File: config.mk
export PLATFORM = sky130hd
export DESIGN_NAME = nv_host_int_evq_arb
export DESIGN_NICKNAME = d
export VERILOG_FILES = /design/src/rtl/nv_host_int_evq_pkg.sv /design/src/rtl/nv_host_int_evq_rr_pick.sv /design/src/rtl/nv_host_int_evq_arb.sv
export SDC_FILE = /design/constraint.sdc
export NUM_CORES = 1
export LEC_CHECK = 0
export ABC_AREA = 0
export CORE_ASPECT_RATIO = 0.6
export CORE_MARGIN = 1
export CORE_UTILIZATION = 30
export DETAILED_ROUTE_END_ITERATION = 8
export GPL_ROUTABILITY_DRIVEN = 0
export PLACE_DENSITY = 0.6
export SETUP_SLACK_MARGIN = 0.3
export SLEW_MARGIN = 10
export SYNTH_ARGS = -nofsm -noshare
export SYNTH_HDL_FRONTEND = slang
export SYNTH_SLANG_ARGS = --single-unit
File: constraint.sdc
create_clock -name sysclk_slcg -period 8.5 [get_ports sysclk_slcg]
set_input_delay 1.275 -clock sysclk_slcg [delete_from_list [all_inputs] [get_ports sysclk_slcg]]
set_output_delay 1.275 -clock sysclk_slcg [all_outputs]
set_load 0.02 [all_outputs]
File: src/rtl/nv_host_int_evq_pkg.sv
// Shared defaults, derived widths and the merged event type for the
// host interrupt event-queue arbiter.
package nv_host_int_evq_pkg;

  localparam int EVQ_NUM_REQ   = 4;
  localparam int EVQ_PD_W      = 2;
  localparam int EVQ_MAX_BURST = 4;
  localparam int EVQ_SRC_W     = $clog2(EVQ_NUM_REQ);
  localparam int EVQ_BC_W      = $clog2(EVQ_MAX_BURST + 1);

  // Event as presented to the event queue: originating requester, then payload.
  typedef struct packed {
    logic [EVQ_SRC_W-1:0] src;
    logic [EVQ_PD_W-1:0]  pd;
  } evq_event_t;

endpackage

File: src/rtl/nv_host_int_evq_rr_pick.sv
// Rotating-priority search: first eligible index at or after start_i,
// wrapping modulo NUM_REQ. Purely combinational.
module nv_host_int_evq_rr_pick #(
  parameter int NUM_REQ = 4,
  parameter int SRC_W   = $clog2(NUM_REQ)
) (
  input  logic [NUM_REQ-1:0] eligible_i,
  input  logic [SRC_W-1:0]   start_i,
  output logic [NUM_REQ-1:0] onehot_o,
  output logic [SRC_W-1:0]   idx_o,
  output logic               any_o
);

  int cand_s;

  // Walk the candidates in rotated order and keep the first eligible one.
  always_comb begin
    onehot_o = '0;
    idx_o    = '0;
    any_o    = 1'b0;
    cand_s   = 0;
    for (int k = 0; k < NUM_REQ; k++) begin
      cand_s = int'(start_i) + k;
      if (cand_s >= NUM_REQ) begin
        cand_s = cand_s - NUM_REQ;
      end else begin
        cand_s = cand_s;
      end
      if (!any_o && eligible_i[cand_s]) begin
        any_o            = 1'b1;
        idx_o            = SRC_W'(cand_s);
        onehot_o[cand_s] = 1'b1;
      end else begin
        any_o = any_o;
      end
    end
  end

endmodule

File: src/rtl/nv_host_int_evq_arb.sv
// Merges NUM_REQ event requesters into one registered output stage.
// A requester keeps the grant for up to MAX_BURST consecutive events, after
// which (or as soon as it stops being eligible) round-robin moves on.
module nv_host_int_evq_arb
  import nv_host_int_evq_pkg::*;
#(
  parameter int NUM_REQ   = EVQ_NUM_REQ,
  parameter int PD_W      = EVQ_PD_W,
  parameter int MAX_BURST = EVQ_MAX_BURST
) (
  input  logic                                 sysclk_slcg,
  input  logic                                 reset_,
  input  logic [NUM_REQ-1:0]                   req_pvld,
  output logic [NUM_REQ-1:0]                   req_prdy,
  input  logic [NUM_REQ*PD_W-1:0]              req_pd,
  input  logic [NUM_REQ-1:0]                   req_mask,
  output logic                                 o_pvld,
  input  logic                                 o_prdy,
  output logic [$clog2(NUM_REQ)+PD_W-1:0]      o_pd,
  output logic                                 i_idle
);

  localparam int SRC_W = $clog2(NUM_REQ);
  localparam int BC_W  = $clog2(MAX_BURST + 1);
  localparam int OPD_W = SRC_W + PD_W;

  logic [NUM_REQ-1:0] eligible_s;
  logic [NUM_REQ-1:0] pick_oh_s;
  logic [NUM_REQ-1:0] grant_s;
  logic [SRC_W-1:0]   pick_idx_s;
  logic [SRC_W-1:0]   start_s;
  logic [SRC_W-1:0]   win_idx_s;
  logic [PD_W-1:0]    sel_pd_s;
  logic               pick_any_s;
  logic               ready_bc_s;
  logic               hold_s;
  logic               xfer_s;

  logic               o_pvld_q, o_pvld_d;
  logic [OPD_W-1:0]   o_pd_q, o_pd_d;
  logic [SRC_W-1:0]   last_q, last_d;
  logic [BC_W-1:0]    burst_q, burst_d;

  assign eligible_s = req_pvld & ~req_mask;
  assign ready_bc_s = o_prdy || !o_pvld_q;

  // burst_q==0 means no grant since reset, so there is no burst to continue.
  assign hold_s = eligible_s[last_q] && (burst_q != {BC_W{1'b0}}) &&
                  (burst_q < BC_W'(MAX_BURST));

  // Round-robin search starts just after the last winner (index 0 after reset).
  assign start_s = (last_q == SRC_W'(NUM_REQ - 1)) ? {SRC_W{1'b0}} : (last_q + SRC_W'(1));

  nv_host_int_evq_rr_pick #(
    .NUM_REQ (NUM_REQ),
    .SRC_W   (SRC_W)
  ) u_rr_pick (
    .eligible_i (eligible_s),
    .start_i    (start_s),
    .onehot_o   (pick_oh_s),
    .idx_o      (pick_idx_s),
    .any_o      (pick_any_s)
  );

  // Grant selection: burst hold first, else rotating pick; nothing while
  // the output stage is full or reset is asserted.
  always_comb begin
    grant_s   = '0;
    win_idx_s = last_q;
    if (ready_bc_s && reset_) begin
      if (hold_s) begin
        grant_s[last_q] = 1'b1;
        win_idx_s       = last_q;
      end else if (pick_any_s) begin
        grant_s   = pick_oh_s;
        win_idx_s = pick_idx_s;
      end else begin
        grant_s = '0;
      end
    end else begin
      grant_s = '0;
    end
  end

  // Payload mux driven by the one-hot grant.
  always_comb begin
    sel_pd_s = '0;
    for (int i = 0; i < NUM_REQ; i++) begin
      if (grant_s[i]) begin
        sel_pd_s = req_pd[i*PD_W +: PD_W];
      end else begin
        sel_pd_s = sel_pd_s;
      end
    end
  end

  assign xfer_s   = |(grant_s & req_pvld);
  assign req_prdy = grant_s;

  // Next state of output stage, last winner and burst counter.
  always_comb begin
    o_pvld_d = o_pvld_q;
    o_pd_d   = o_pd_q;
    last_d   = last_q;
    burst_d  = burst_q;
    if (xfer_s) begin
      o_pvld_d = 1'b1;
      o_pd_d   = {win_idx_s, sel_pd_s};
      last_d   = win_idx_s;
      if ((win_idx_s == last_q) && (burst_q < BC_W'(MAX_BURST))) begin
        burst_d = burst_q + BC_W'(1);
      end else begin
        burst_d = BC_W'(1);
      end
    end else if (ready_bc_s) begin
      o_pvld_d = 1'b0;
    end else begin
      o_pvld_d = o_pvld_q;
    end
  end

  // State registers; reset drops any held event and restarts the rotation.
  always_ff @(posedge sysclk_slcg or negedge reset_) begin
    if (!reset_) begin
      o_pvld_q <= 1'b0;
      o_pd_q   <= '0;
      last_q   <= SRC_W'(NUM_REQ - 1);
      burst_q  <= '0;
    end else begin
      o_pvld_q <= o_pvld_d;
      o_pd_q   <= o_pd_d;
      last_q   <= last_d;
      burst_q  <= burst_d;
    end
  end

  assign o_pvld = o_pvld_q;
  assign o_pd   = o_pd_q;
  assign i_idle = !o_pvld_q;

endmodule

==> metrics.txt <==
outcome completed; instance count along the most critical hold path 1; CTS tree built; Floorplan Core Area 4320 sq um; pwr/cell area 353 nW/um^2; Inserted Diodes 0; remaining antenna violation count after routing 0; number of cells traversed by the worst register-to-register path 10; post-route minimum period 5.58 ns; clock root buffer clkbuf_8; wire length of the first global-routing pass 6.22 mm; port bufs 28; via density per instance 5.45; Post-Place Worst Slack 2.96 ns; fillers 436; Layout Skew 0.00290 ns; path class of the lowest-slack min-delay path reg -> reg; Initial DRT Pass Iterations 4; number of max-slew violations in the final report 0; WL final 3.83 mm; synth top area cells dfrtp_1, ha_1, mux4_2, mux2i_1, nand2b_1; area occupied by multi-input gates 1080 sq um; data required time at the worst endpoint 7.22 ns; synthesis warning total 0; aggregate global-route resource usage 15.6%; Gate Count Post-Synth 152; average cell area after synthesis 9.32 sq um; total die area 5010 sq um; setup-violating endpoint count in the final report 0; crit path kind in -> out; maximum fanout count along the critical path 8; number of levels in the clock H-tree 1; Yosys cell types 54; cell area after technology mapping 1420 sq um; detailed-placement wirelength estimate 3.09 mm; Overflow after GRT 0; number of clock sinks seen by CTS 10; synthesized flop and latch total 10; total setup buffers inserted after CTS 0; max-slew headroom at the worst pin 62.0%; number of top-level design ports 29; Clock Tree Buf Depth 2; initial core utilization 32.8%; initial antenna violation count 0; post-cts gate resize count 0; Fmax 179 MHz; net count of the finished layout 210; routed vias 1,307; cts bufs inserted 3; CTS Hold Buffers Added 0; Final Instance Count excl. Fillers 240; critical path data arrival time 4.31 ns; Detailed Route Iter0 Violations 107; proportion of synthesized chip area in sequential cells 17.8%; post-synthesis async set-or-reset flop share 100%; via count of the first global-routing pass 1,237; sequential cell area in the final layout 253 sq um; max_cap viols 0; Die Height 55.2 microns; share of layout cells above drive strength 1 17.2%; commonest register cell after synthesis dfrtp_1; Worst-Margin Slew 0.568 ns; net count after synthesis 181; core utilization of the finished layout 41.3%; worst vdd rail ir drop 0.150 mV; count of flip-flops with a built-in enable after synthesis 0; clock transition time at the flip-flop clock pins of the worst setup and hold paths 0.05 ns; final setup slack of the worst path 2.92 ns; Critical Path Start Type primary input; crit path capture type output pin; top cell type's share of synthesized area 14.1%; die width 90.7 microns; leakage power figure 0.733 nW; sum of negative setup slack 0 ns; number of placement rows 18; Period Utilization, post-route 65.7%; relative area change from synthesis to final layout 26.0%; instance count after placement with tap cells included 236; worst reg-to-reg setup slack 4.79 ns; power consumption 630 uW; leading area contributor after synthesis dfrtp_1; Hold Vio Cnt, Final 0; mean routed wirelength per cell 15.9 microns; unrepaired setup endpoints after global routing no; Clk Latency, worst-skew pair 0.24 ns; number of design rule violations left after detail routing 0; pin count of the biggest net entering global routing 12
per-stage QoR:
stage,cell area (sq um),hold WS [ns]
floorplan,1420,0.491
global placement,1730,0.503
detailed placement,1730,0.504
CTS,1780,0.515
global route,1780,0.552
finish,1780,0.509
synthesized netlist by cell type, types with 2 or more instances:
cell type / number
a221oi_1: 2
inv_1: 8
o22ai_1: 2
nand4_1: 9
dfrtp_1: 8
buf_6: 2
dfstp_2: 2
mux2_4: 2
a21oi_1: 6
nand2b_1: 9
nor2_1: 9
ha_1: 10
a2111oi_2: 2
nand2_1: 14
xnor2_1: 2
mux2_1: 2
mux4_2: 5
or2_1: 2
and2_1: 2
o211ai_2: 2
nor3_1: 5
nor2b_1: 7
o41ai_2: 3
mux2i_1: 7
kinds of logic (layout without fill, tap and decap cells):
family	after synthesis	count (layout)	share of synthesized area, %
AND/OR/NAND/NOR	66	66	25.9
AO/OA/AOI/OAI	33	33	23.0
adder cells (fa/ha/maj)	10	10	8.83
flip-flops	10	10	17.8
XOR/XNOR	2	2	1.24
buffers and inverters	14	42	5.83
multiplexers	17	17	17.4
final timing paths:
kind | from | end
min in group asynchronous | reset_ | burst_q[0]
hold reg to reg | o_pd[3] | o_pd[3]
setup / recovery | req_pvld[1] | req_prdy[3]
hold / removal | o_pd[3] | o_pd[3]
max in group asynchronous | reset_ | last_q[0]
setup reg to reg | last_q[1] | o_pd[2]
power breakdown:
group	leakage, nW	internal (mW)	total (mW)	switching (mW)
Combinational	0.582	0.211	0.475	0.263
Clock	0.0288	0.0409	0.0616	0.0207
Sequential	0.122	0.0712	0.0937	0.0225
Total	0.733	0.324	0.630	0.307
critical path, cell delays in order:
cell	delay, ns
clkdlybuf4s50_1	0.55
nand2b_1	0.16
mux4_2	0.49
or3_1	0.48
nand4b_2	0.24
o21ba_1	0.20
or2_1	0.33
clkdlybuf4s50_1	0.58
per-layer routing:
metal	vias to the layer above	wire length [microns]	global-route usage, %
li1	632	-	-
met1	597	2030	25.8
met2	76	1350	18.6
met3	2	441	5.79
met4	0	4	1.38
met5	-	0	0
area by class of cell:
| type | instances | share of cell area [%] |
|---|---|---|
| timing repair buffer | 28 | 15.7 |
| sequential | 10 | 14.2 |
| tap | 60 | 4.21 |
| clock buffer | 4 | 3.09 |
| inverter | 10 | 2.24 |
| multi-input combinational | 128 | 60.6 |
registers in the layout (all words and copies together) (netlist names):
register,cells
burst_q,3
o_pvld,1
last_q,2
o_pd,4
layout by cell type, fill, tap and decap left out, types with 3 or more instances in the layout:
cell,Yosys,layout
mux4_2,5,5
mux2i_1,7,7
inv_1,8,8
ha_1,10,10
a21oi_1,6,6
nand2b_1,9,9
clkdlybuf4s50_1,0,28
nor2_1,9,9
nand2_1,14,14
o41ai_2,3,3
nand4_1,9,9
clkbuf_8,0,4
nor2b_1,7,7
nor3_1,5,5
dfrtp_1,8,8
(Power assumes the default switching activity.)
